[config.mk]
export PLATFORM = sky130hd
export DESIGN_NAME = sync_fifo_ctrl
export DESIGN_NICKNAME = d
export VERILOG_FILES = /design/src/rtl/sync_fifo_pkg.sv /design/src/rtl/sync_fifo_ram.sv /design/src/rtl/sync_fifo_ctrl.sv
export SDC_FILE = /design/constraint.sdc
export NUM_CORES = 1
export LEC_CHECK = 0
export ABC_AREA = 1
export BUFFER_PORTS_ARGS = -buffer_cell sky130_fd_sc_hd__buf_4
export CAP_MARGIN = 20
export CORE_ASPECT_RATIO = 1.75
export CORE_MARGIN = 5
export CORE_UTILIZATION = 30
export DETAILED_ROUTE_END_ITERATION = 16
export PLACE_DENSITY = 0.47
export RECOVER_POWER = 100
export SYNTH_ARGS = -nofsm -noshare
export SYNTH_HDL_FRONTEND = slang
export SYNTH_SLANG_ARGS = --single-unit
[constraint.sdc]
create_clock -name clk -period 2.65 [get_ports clk]
set_input_delay 0.795 -clock clk [delete_from_list [all_inputs] [get_ports clk]]
set_output_delay 0.795 -clock clk [all_outputs]
set_load 0.01 [all_outputs]
[src/rtl/sync_fifo_pkg.sv]
// Shared types and helpers for the single-clock FIFO controller.
package sync_fifo_pkg;

  // Width used for pointer arithmetic helpers; wide enough for any practical depth
  localparam int PTR_CALC_W = 32;

  // Flag bundle, decoded once in the top level
  typedef struct packed {
    logic full;
    logic empty;
    logic almost_full;
    logic almost_empty;
    logic overflow;
    logic underflow;
  } fifo_status_t;

  // Address width for a given depth (at least one bit)
  function automatic int addr_bits(input int depth);
    return (depth > 1) ? $clog2(depth) : 1;
  endfunction

  // Modulo-2^w subtraction of two pointers
  function automatic logic [PTR_CALC_W-1:0] ptr_diff(
    input logic [PTR_CALC_W-1:0] a,
    input logic [PTR_CALC_W-1:0] b,
    input int                    w
  );
    logic [PTR_CALC_W-1:0] mask;
    mask = (PTR_CALC_W'(1) << w) - PTR_CALC_W'(1);
    return (a - b) & mask;
  endfunction

endpackage

[src/rtl/sync_fifo_ram.sv]
// Simple dual-port storage: one write port, one registered read port.
// The read register is the FIFO's q (standard mode) or prefetch register (FWFT).
module sync_fifo_ram
  import sync_fifo_pkg::*;
#(
  parameter int WIDTH = 8,
  parameter int DEPTH = 16,
  parameter int AW    = 4
) (
  input  logic             clk,
  input  logic             rst_n,
  input  logic             clr,
  input  logic             we,
  input  logic [AW-1:0]    waddr,
  input  logic [WIDTH-1:0] wdata,
  input  logic             re,
  input  logic [AW-1:0]    raddr,
  output logic [WIDTH-1:0] rdata
);

  logic [WIDTH-1:0] mem [DEPTH];

  // Storage array, no reset so it maps onto RAM primitives
  always_ff @(posedge clk) begin
    if (we) mem[waddr] <= wdata;
  end

  // Registered read; holds its value when no read is requested
  always_ff @(posedge clk or negedge rst_n) begin
    if (!rst_n)  rdata <= '0;
    else if (clr) rdata <= '0;
    else if (re)  rdata <= mem[raddr];
  end

endmodule

[src/rtl/sync_fifo_ctrl.sv]
// Single-clock 1R/1W FIFO controller with full-depth occupancy, programmable
// almost-full/almost-empty thresholds, sticky overflow/underflow and sclr.
// Optional macro SYNC_FIFO_FWFT_EN selects first-word-fall-through output.
module sync_fifo_ctrl
  import sync_fifo_pkg::*;
#(
  parameter int WIDTH         = 8,
  parameter int DEPTH         = 16,
  parameter int DLOG2         = addr_bits(DEPTH),
  parameter int AFULL_THRESH  = DEPTH - 2,
  parameter int AEMPTY_THRESH = 2
) (
  input  logic             clk,
  input  logic             aclr,
  input  logic             sclr,
  input  logic [WIDTH-1:0] data,
  input  logic             wrreq,
  input  logic             rdreq,
  output logic [WIDTH-1:0] q,
  output logic             full,
  output logic             empty,
  output logic             almost_full,
  output logic             almost_empty,
  output logic [DLOG2:0]   usedw,
  output logic             overflow,
  output logic             underflow
);

  localparam int PW = DLOG2 + 1;
  localparam logic [PW-1:0] DEPTH_U = PW'(DEPTH);
  localparam logic [PW-1:0] AF_TH   = PW'(AFULL_THRESH);
  localparam logic [PW-1:0] AE_TH   = PW'(AEMPTY_THRESH);

  logic [PW-1:0] wrptr;
  logic [PW-1:0] rdptr;
  logic [PW-1:0] mem_cnt;
  logic          rd_acc;
  logic          wr_acc;
  logic          rd_pop;
  logic          ovf_r;
  logic          udf_r;
  fifo_status_t  status;

  // Words held in the memory array proper (wrptr - rdptr)
  assign mem_cnt = PW'(ptr_diff(PTR_CALC_W'(wrptr), PTR_CALC_W'(rdptr), PW));

`ifdef SYNC_FIFO_FWFT_EN
  logic vld_p1;

  // Flag decode; empty follows the prefetch register so q is always valid when ~empty
  always_comb begin
    status              = '0;
    status.full         = (usedw == DEPTH_U);
    status.empty        = ~vld_p1;
    status.almost_full  = (usedw >= AF_TH);
    status.almost_empty = (usedw <= AE_TH);
    status.overflow     = ovf_r;
    status.underflow    = udf_r;
  end

  // Prefetch whenever the output register is free or being popped
  assign rd_pop = (mem_cnt != '0) & (~vld_p1 | rd_acc);

  // Prefetch-register occupancy
  always_ff @(posedge clk or negedge aclr) begin
    if (!aclr)         vld_p1 <= 1'b0;
    else if (sclr)     vld_p1 <= 1'b0;
    else if (rd_pop)   vld_p1 <= 1'b1;
    else if (rd_acc)   vld_p1 <= 1'b0;
  end

  a_count: assert property (@(posedge clk) disable iff (!aclr)
                            usedw == mem_cnt + PW'(vld_p1));
`else
  // Flag decode from the occupancy register
  always_comb begin
    status              = '0;
    status.full         = (usedw == DEPTH_U);
    status.empty        = (usedw == '0);
    status.almost_full  = (usedw >= AF_TH);
    status.almost_empty = (usedw <= AE_TH);
    status.overflow     = ovf_r;
    status.underflow    = udf_r;
  end

  assign rd_pop = rd_acc;

  a_count: assert property (@(posedge clk) disable iff (!aclr) usedw == mem_cnt);
`endif

  // A write into a full FIFO is only taken when a read frees a slot the same cycle
  assign rd_acc = rdreq & ~status.empty;
  assign wr_acc = wrreq & (~status.full | rd_acc);

  // Pointers, occupancy counter and sticky error flags
  always_ff @(posedge clk or negedge aclr) begin
    if (!aclr) begin
      wrptr <= '0;
      rdptr <= '0;
      usedw <= '0;
      ovf_r <= 1'b0;
      udf_r <= 1'b0;
    end else if (sclr) begin
      wrptr <= '0;
      rdptr <= '0;
      usedw <= '0;
      ovf_r <= 1'b0;
      udf_r <= 1'b0;
    end else begin
      if (wr_acc) wrptr <= wrptr + PW'(1);
      if (rd_pop) rdptr <= rdptr + PW'(1);
      case ({wr_acc, rd_acc})
        2'b10:   usedw <= usedw + PW'(1);
        2'b01:   usedw <= usedw - PW'(1);
        default: usedw <= usedw;
      endcase
      if (wrreq & ~wr_acc) ovf_r <= 1'b1;
      if (rdreq & ~rd_acc) udf_r <= 1'b1;
    end
  end

  sync_fifo_ram #(
    .WIDTH (WIDTH),
    .DEPTH (DEPTH),
    .AW    (DLOG2)
  ) u_ram (
    .clk   (clk),
    .rst_n (aclr),
    .clr   (sclr),
    .we    (wr_acc & ~sclr),
    .waddr (wrptr[DLOG2-1:0]),
    .wdata (data),
    .re    (rd_pop & ~sclr),
    .raddr (rdptr[DLOG2-1:0]),
    .rdata (q)
  );

  assign full         = status.full;
  assign empty        = status.empty;
  assign almost_full  = status.almost_full;
  assign almost_empty = status.almost_empty;
  assign overflow     = status.overflow;
  assign underflow    = status.underflow;

endmodule

==> results of run 1 <==
## metrics by stage
| stage | utilization | instances | cell area (um^2) | total power, mW |
|---|---|---|---|---|
| after CTS | 0.356 | 962 | 7850 | 6.70 |
| final | 0.347 | 962 | 7650 | 6.43 |
| after detailed placement | 0.328 | 930 | 7250 | 4.23 |
| after global routing | 0.347 | 962 | 7650 | 6.74 |
| after floorplan | - | 606 | 6690 | 3.73 |
| after global placement | 0.328 | 930 | 7250 | 4.22 |
## worst min path at each step
stage / start / endpoint / cells past startpoint
floorplan: aclr / overflow / 0
finish: u_ram.rdata[7] / u_ram.rdata[7] / 2
CTS: aclr / underflow / 1
global route: u_ram.rdata[4] / u_ram.rdata[4] / 2
detailed placement: u_ram.rdata[5] / u_ram.rdata[5] / 2
global placement: u_ram.rdata[4] / u_ram.rdata[4] / 2
## registers in the layout, indices dropped and copies added, names as in the netlist
| name | count |
|---|---|
| usedw | 5 |
| rdptr | 4 |
| underflow | 1 |
| wrptr | 4 |
| u_ram.rdata | 8 |
| u_ram.mem | 128 |
| overflow | 1 |
## power by group
| part | internal, mW | switching (mW) |
|---|---|---|
| combinational | 0.345 | 0.808 |
| sequential | 2.69 | 0.124 |
| clock | 1.49 | 0.979 |
| total | 4.52 | 1.91 |
## Yosys cell counts
| cell | count | area [um^2] |
|---|---|---|
| nand2_1 | 183 | 687 |
| edfxtp_1 | 128 | 3840 |
| nor2_1 | 53 | 199 |
| nand3_1 | 50 | 250 |
| inv_1 | 44 | 165 |
| dfrtp_1 | 23 | 576 |
| o21ai_0 | 17 | 85.1 |
| nor3_1 | 14 | 70.1 |
| o211ai_1 | 14 | 105 |
| ha_1 | 8 | 100 |
| a21oi_1 | 7 | 35.0 |
| buf_2 | 7 | 35.0 |
| buf_6 | 7 | 78.8 |
| o21ai_1 | 7 | 35.0 |
| a21oi_2 | 4 | 35.0 |
| inv_2 | 4 | 15.0 |
| nand3_2 | 4 | 40.0 |
| nor2_4 | 4 | 45.0 |
| buf_4 | 3 | 22.5 |
| clkbuf_8 | 3 | 41.3 |
| nand3_4 | 2 | 35.0 |
| nand3b_1 | 2 | 15.0 |
| xnor2_1 | 2 | 17.5 |
| xor2_1 | 2 | 17.5 |
| a2111oi_0 | 1 | 8.76 |
| a21oi_4 | 1 | 16.3 |
| a31oi_1 | 1 | 6.26 |
| buf_8 | 1 | 15.0 |
| clkbuf_1 | 1 | 3.75 |
| clkinv_1 | 1 | 3.75 |
| clkinv_2 | 1 | 5.00 |
| fa_1 | 1 | 20.0 |
| inv_8 | 1 | 11.3 |
| nand2_2 | 1 | 6.26 |
| nand2_4 | 1 | 11.3 |
| nand4_1 | 1 | 6.26 |
| nor2_2 | 1 | 6.26 |
| o21ai_4 | 1 | 16.3 |
## routing by layer
layer  vias up  wire length, um
met5         -                0
met4         0              483
met3        21              285
met2        54             9070
met1      2179             6430
li1       2142                -
## critical path, stage by stage, from the launching register on
cell and delay [ns]:
dfrtp_1 0.45, nor2_1 0.20, nand3_1 0.16, o21ai_0 0.59, nor2_4 0.08, inv_1 0.24
nor3_1 0.08, clkbuf_2 0.23
## layout make-up
cell class | count | area [um^2]
fill | 2231 | 14400
sequential | 151 | 4420
multi-input combinational | 382 | 1790
clock buffer | 17 | 425
tap | 296 | 370
timing repair buffer | 50 | 265
inverter | 51 | 200
clock inverter | 15 | 178
## cells by family (layout without fill, tap and decap cells)
group | Yosys count | in the layout | synth area share
simple gates | 316 | 316 | 0.205
compound gates | 53 | 53 | 0.0513
flops | 151 | 151 | 0.661
xor+xnor | 4 | 4 | 0.00524
buf+inv | 73 | 133 | 0.0593
fa+ha+maj | 9 | 9 | 0.0180
==> metrics, run 1 <==
Worst-Margin Slew=1.39 ns; average wire per standard cell=16.9 um; final net count=675; hold buffer count at CTS=0; Syn Inst Count=606; commonest non-fill, non-tap cell in the layout=nand2_1; crit path max fanout=8; fin crit share=0.880; via count=4,396; Post-Syn Area=6690 um^2; clock latency at the later pin of the worst-skew pair=0.42 ns; # rows=72; sequential-to-total area share from yosys stat=0.661; flops & latches, synth=151; Hold Fails Final Rpt=0; CTS tree=yes; YS warnings=0; TNS Setup=0 ns; status=finished clean; RR Startpoint=usedw[1]; initial antenna violation count=0; Clock Tree Buf Depth=2; Max Fclk=429 MHz; Synth Net Count=628; Setup crit end=u_ram.mem[14][3]; worst setup margin=0.319 ns; Die Height=207 um; most frequent cells in the layout=nand2_1 (184), edfxtp_1 (128), nor2_1 (55); vias in the first global route=4,452; worst reg2reg setup slack=0.32 ns; synth unique cells=38; die area=25,500 um^2; Overflow after GRT=0; CTS H-tree depth=4; drt first-iter violations=185; max-cap violations=0; met2 usage=0.242; Leak=2.94 nW; CP arrival=2.46 ns; Die X=123 um; Worst-path clk slew=0.06 ns; CP Launch Type=flop; GR Util met1=0.147; Critical path origin=usedw[1]; pwr/cell area=840 nW/um^2; Area Growth Syn to Fin=14.5%; syn avg cell area=11.0 um^2; met3 Use GR=0.0215; Hold WS=0.484 ns; Num CTS Buffers=17; Max Slew Vio Count=0; largest net degree at the start of global routing=53; worst vdd ir=0.402 mV; Setup WS pre-CTS=0.354 ns; post-cts sizing count=0; Initial Utilization=0.303; first-pass GRT wire length=25.2 mm; # diodes=0; DRT Wirelength=16.3 mm; Sink Count=151; busiest grt layer=met2; share of post-route cells with drive strength above 1=0.0991; core area=22,100 um^2; Final ANT Viol Nets=0; GRT Total Usage=0.132; Setup Buffers After CTS=0; Worst R2R End=u_ram.mem[14][3]; CTS Root Cell=clkbuf_16; reg2reg path depth=7; WP data required=2.78 ns; DP HPWL=11.1 mm; PortBufs=31; Final min period=2.33 ns; Post-Route Skew=0.00766 ns; Crit. End Element=flop; Final GP Congestion=0.815; RSZ-0062 raised after global routing=no; Vias/cell=4.57; # IOs=32; Hold WC Path Type=flop to flop; # setup viols final=0; drc violations=0; worst setup path category=flop to flop; DR pass1 iterations=5; relative slew slack=0.0743
(Power assumes the default switching activity.)
==> run 2, diff against run 1 <==
--- a/config.mk
+++ b/config.mk
@@ -9,7 +9,7 @@
 export BUFFER_PORTS_ARGS = -buffer_cell sky130_fd_sc_hd__buf_4
 export CAP_MARGIN = 20
 export CORE_ASPECT_RATIO = 1.75
-export CORE_MARGIN = 5
+export CORE_MARGIN = 2
 export CORE_UTILIZATION = 30
 export DETAILED_ROUTE_END_ITERATION = 16
 export PLACE_DENSITY = 0.47
==> constraint.sdc (replaced) <==
create_clock -name clk -period 2.65 [get_ports clk]
set_input_delay 0.1325 -clock clk [delete_from_list [all_inputs] [get_ports clk]]
set_output_delay 0.1325 -clock clk [all_outputs]
set_load 0.01 [all_outputs]
==> metrics, run 2 (same netlist as run 1, synthesis figures left out) <==
DRT Wirelength=16.6 mm (+1.7%); RSZ-0062 raised after global routing=no; reg2reg path depth=6 (-1); Worst-path clk slew=0.06 ns (about the same); NetSw=1.93 mW (+1.1%); Hold WS=0.0295 ns (-0.455 ns); CP max stage delay=0.81 ns (+0.22 ns); fin util=0.349 (+0.00193); # rows=72 (unchanged); initial antenna violation count=0 (unchanged); CTS tree=yes; pwr/cell area=856 nW/um^2 (+1.9%); final net count=673 (-0.30%); worst-path cell chain=nor2_4 -> nand3_1 -> o21ai_4 -> nor2_4 -> inv_2 -> nor3_1; Worst-Margin Slew=1.33 ns (-0.0619 ns); vias in the first global route=4,503 (+1.1%); largest net degree at the start of global routing=53 (unchanged); Setup WS pre-CTS=0.322 ns (-0.0328 ns); Final min period=2.28 ns (-0.0481 ns); Largest regs=u_ram.mem: 128 flops, u_ram.rdata: 8 flops, usedw: 5 flops; flip-flop and latch area=4420 um^2 (unchanged); # setup viols final=0 (unchanged); Finished Layout Cells=960 (-0.21%); Internal Power=4.63 mW (+2.5%); Hold Path Cell Cnt=3 (+1); Critical Path Stages=6 (-1); DR pass1 iterations=4 (-1); via count=4,416 (+0.45%); Area Growth Syn to Fin=14.7%; fin crit share=0.862 (-0.0181); average wire per standard cell=17.2 um (+2.0%); CTS H-tree depth=4 (unchanged); Leak=2.90 nW (-1.5%); Sink Count=151 (unchanged); post-cts sizing count=0 (unchanged); share of post-route cells with drive strength above 1=0.0858 (-0.0133); Overflow after GRT=0 (unchanged); relative slew slack=0.116 (+0.0412); Max Slew Vio Count=0 (unchanged); # IOs=32 (unchanged); Final GP Congestion=0.855 (+4.8%); CTS Root Cell=clkbuf_16; commonest non-fill, non-tap cell in the layout=nand2_1; GRT Total Usage=0.151 (+0.0188); max-cap violations=0 (unchanged); drt first-iter violations=207 (+12%); worst setup path category=flop to flop; Post-Route Skew=0.00597 ns (-0.00169 ns); most used cell, CP=nor2_4; clock share of power=0.389 (+0.006); WP data required=2.69 ns (-0.09 ns); PortBufs=31 (unchanged); status=finished clean; placed instance count=923 (-0.75%); Hold WC Path Type=input port to flop; core area=22,000 um^2 (-0.41%); crit-path leading delay family=simple AND/OR/NAND/NOR gates; Die X=117 um (-4.9%); Final ANT Viol Nets=0 (unchanged); worst vdd ir=0.465 mV (+16%); worst setup margin=0.367 ns (+0.0481 ns); CP max stage cell=nor3_1; Hold Fails Final Rpt=0 (unchanged); Final Power=6.56 mW (+2.1%); drc violations=0 (unchanged); Comb pwr share=0.180 (about the same); Num CTS Buffers=17 (unchanged); number of flip-flops in the largest register=128 (unchanged); Clock Tree Buf Depth=2 (unchanged); Vias/cell=4.60 (+0.66%); DP HPWL=11.4 mm (+2.8%); Die Height=201 um (-2.9%); Bufs and invs on worst path=1 (-1); fillcell total=2,274 (+1.9%); area post-placement=7190 um^2 (-0.76%); Sw Share=0.294 (-0.00284); Biggest register=u_ram.mem; TNS Setup=0 ns (unchanged); Max Fclk=438 MHz (+2.1%); crit path max fanout=8 (unchanged); Design Area, Final=7660 um^2 (+0.15%); most frequent cells in the layout=nand2_1 (184), edfxtp_1 (128), nand3_1 (54), nor2_1 (54), inv_1 (44); CP arrival=2.32 ns (-0.14 ns); CP Launch Type=flop; sequential share of power=0.431 (-0.006); # diodes=0 (unchanged); first-pass GRT wire length=25.8 mm (+2.3%); multi-input logic area=1810 um^2 (+1.0%); die area=23,500 um^2 (-7.6%); Crit. End Element=flop; Initial Utilization=0.304 (+0.00124); clock latency at the later pin of the worst-skew pair=0.42 ns (about the same)
run 2: cell types whose count changed in the layout (fill, tap and decap cells not counted), moves of 2 or more:
cell and change:
clkbuf_2 -7, inv_2 +2, inv_1 -2, dlygate4sd3_1 +2
buf_4 -7, clkbuf_1 +10
run 2: power by group through the flow:
stage	logic [mW]	registers (mW)	clock network [mW]
after global placement	1.36	2.88	0
after global routing	1.35	2.85	2.69
after floorplan	0.870	2.86	0
final	1.18	2.83	2.55
after detailed placement	1.37	2.88	0
after CTS	1.37	2.83	2.59
run 2: worst register-to-register path: cells and delay by family (launching register included):
family / cells / cell delay [ns]
compound gates: 1 / 0.10
buf+inv: 1 / 0.09
flops: 1 / 0.51
simple gates: 4 / 1.20
run 2: cell type report:
type | instances | share of cell area
clock inverters | 15 | 0.0261
inverters | 51 | 0.0261
well taps | 296 | 0.0483
multi-input cells | 382 | 0.237
repair buffers | 48 | 0.0307
clock buffers | 17 | 0.0555
flip-flops and latches | 151 | 0.577
run 2: path summary, 6_finish.rpt:
| kind | end | start | slack, ns |
|---|---|---|---|
| worst max register to register | u_ram.mem[13][6] | usedw[1] | 0.37 |
| worst min-delay path | underflow | rdreq | 0.03 |
| worst max-delay path | u_ram.mem[13][6] | usedw[1] | 0.37 |
| min in group asynchronous | u_ram.rdata[7] | aclr | 0.54 |
| max in group asynchronous | rdptr[0] | aclr | 1.23 |
| worst min register to register | u_ram.rdata[5] | u_ram.rdata[5] | 0.48 |
run 2: timing repair:
item | CTS | global route
hold buffers | 2 | 0
endpoints found under the hold margin | 25 | 0
setup endpoints to repair | 0 | 0
buffers inserted | 0 | 0
run 2: layer usage:
layer	wire length, um	GRT usage	vias up	share of wire
li1	-	-	2142	-
met4	641	0.0718	0	0.039
met2	9190	0.279	82	0.56
met1	6230	0.158	2164	0.38
met3	487	0.0280	28	0.029
met5	0	0	-	0
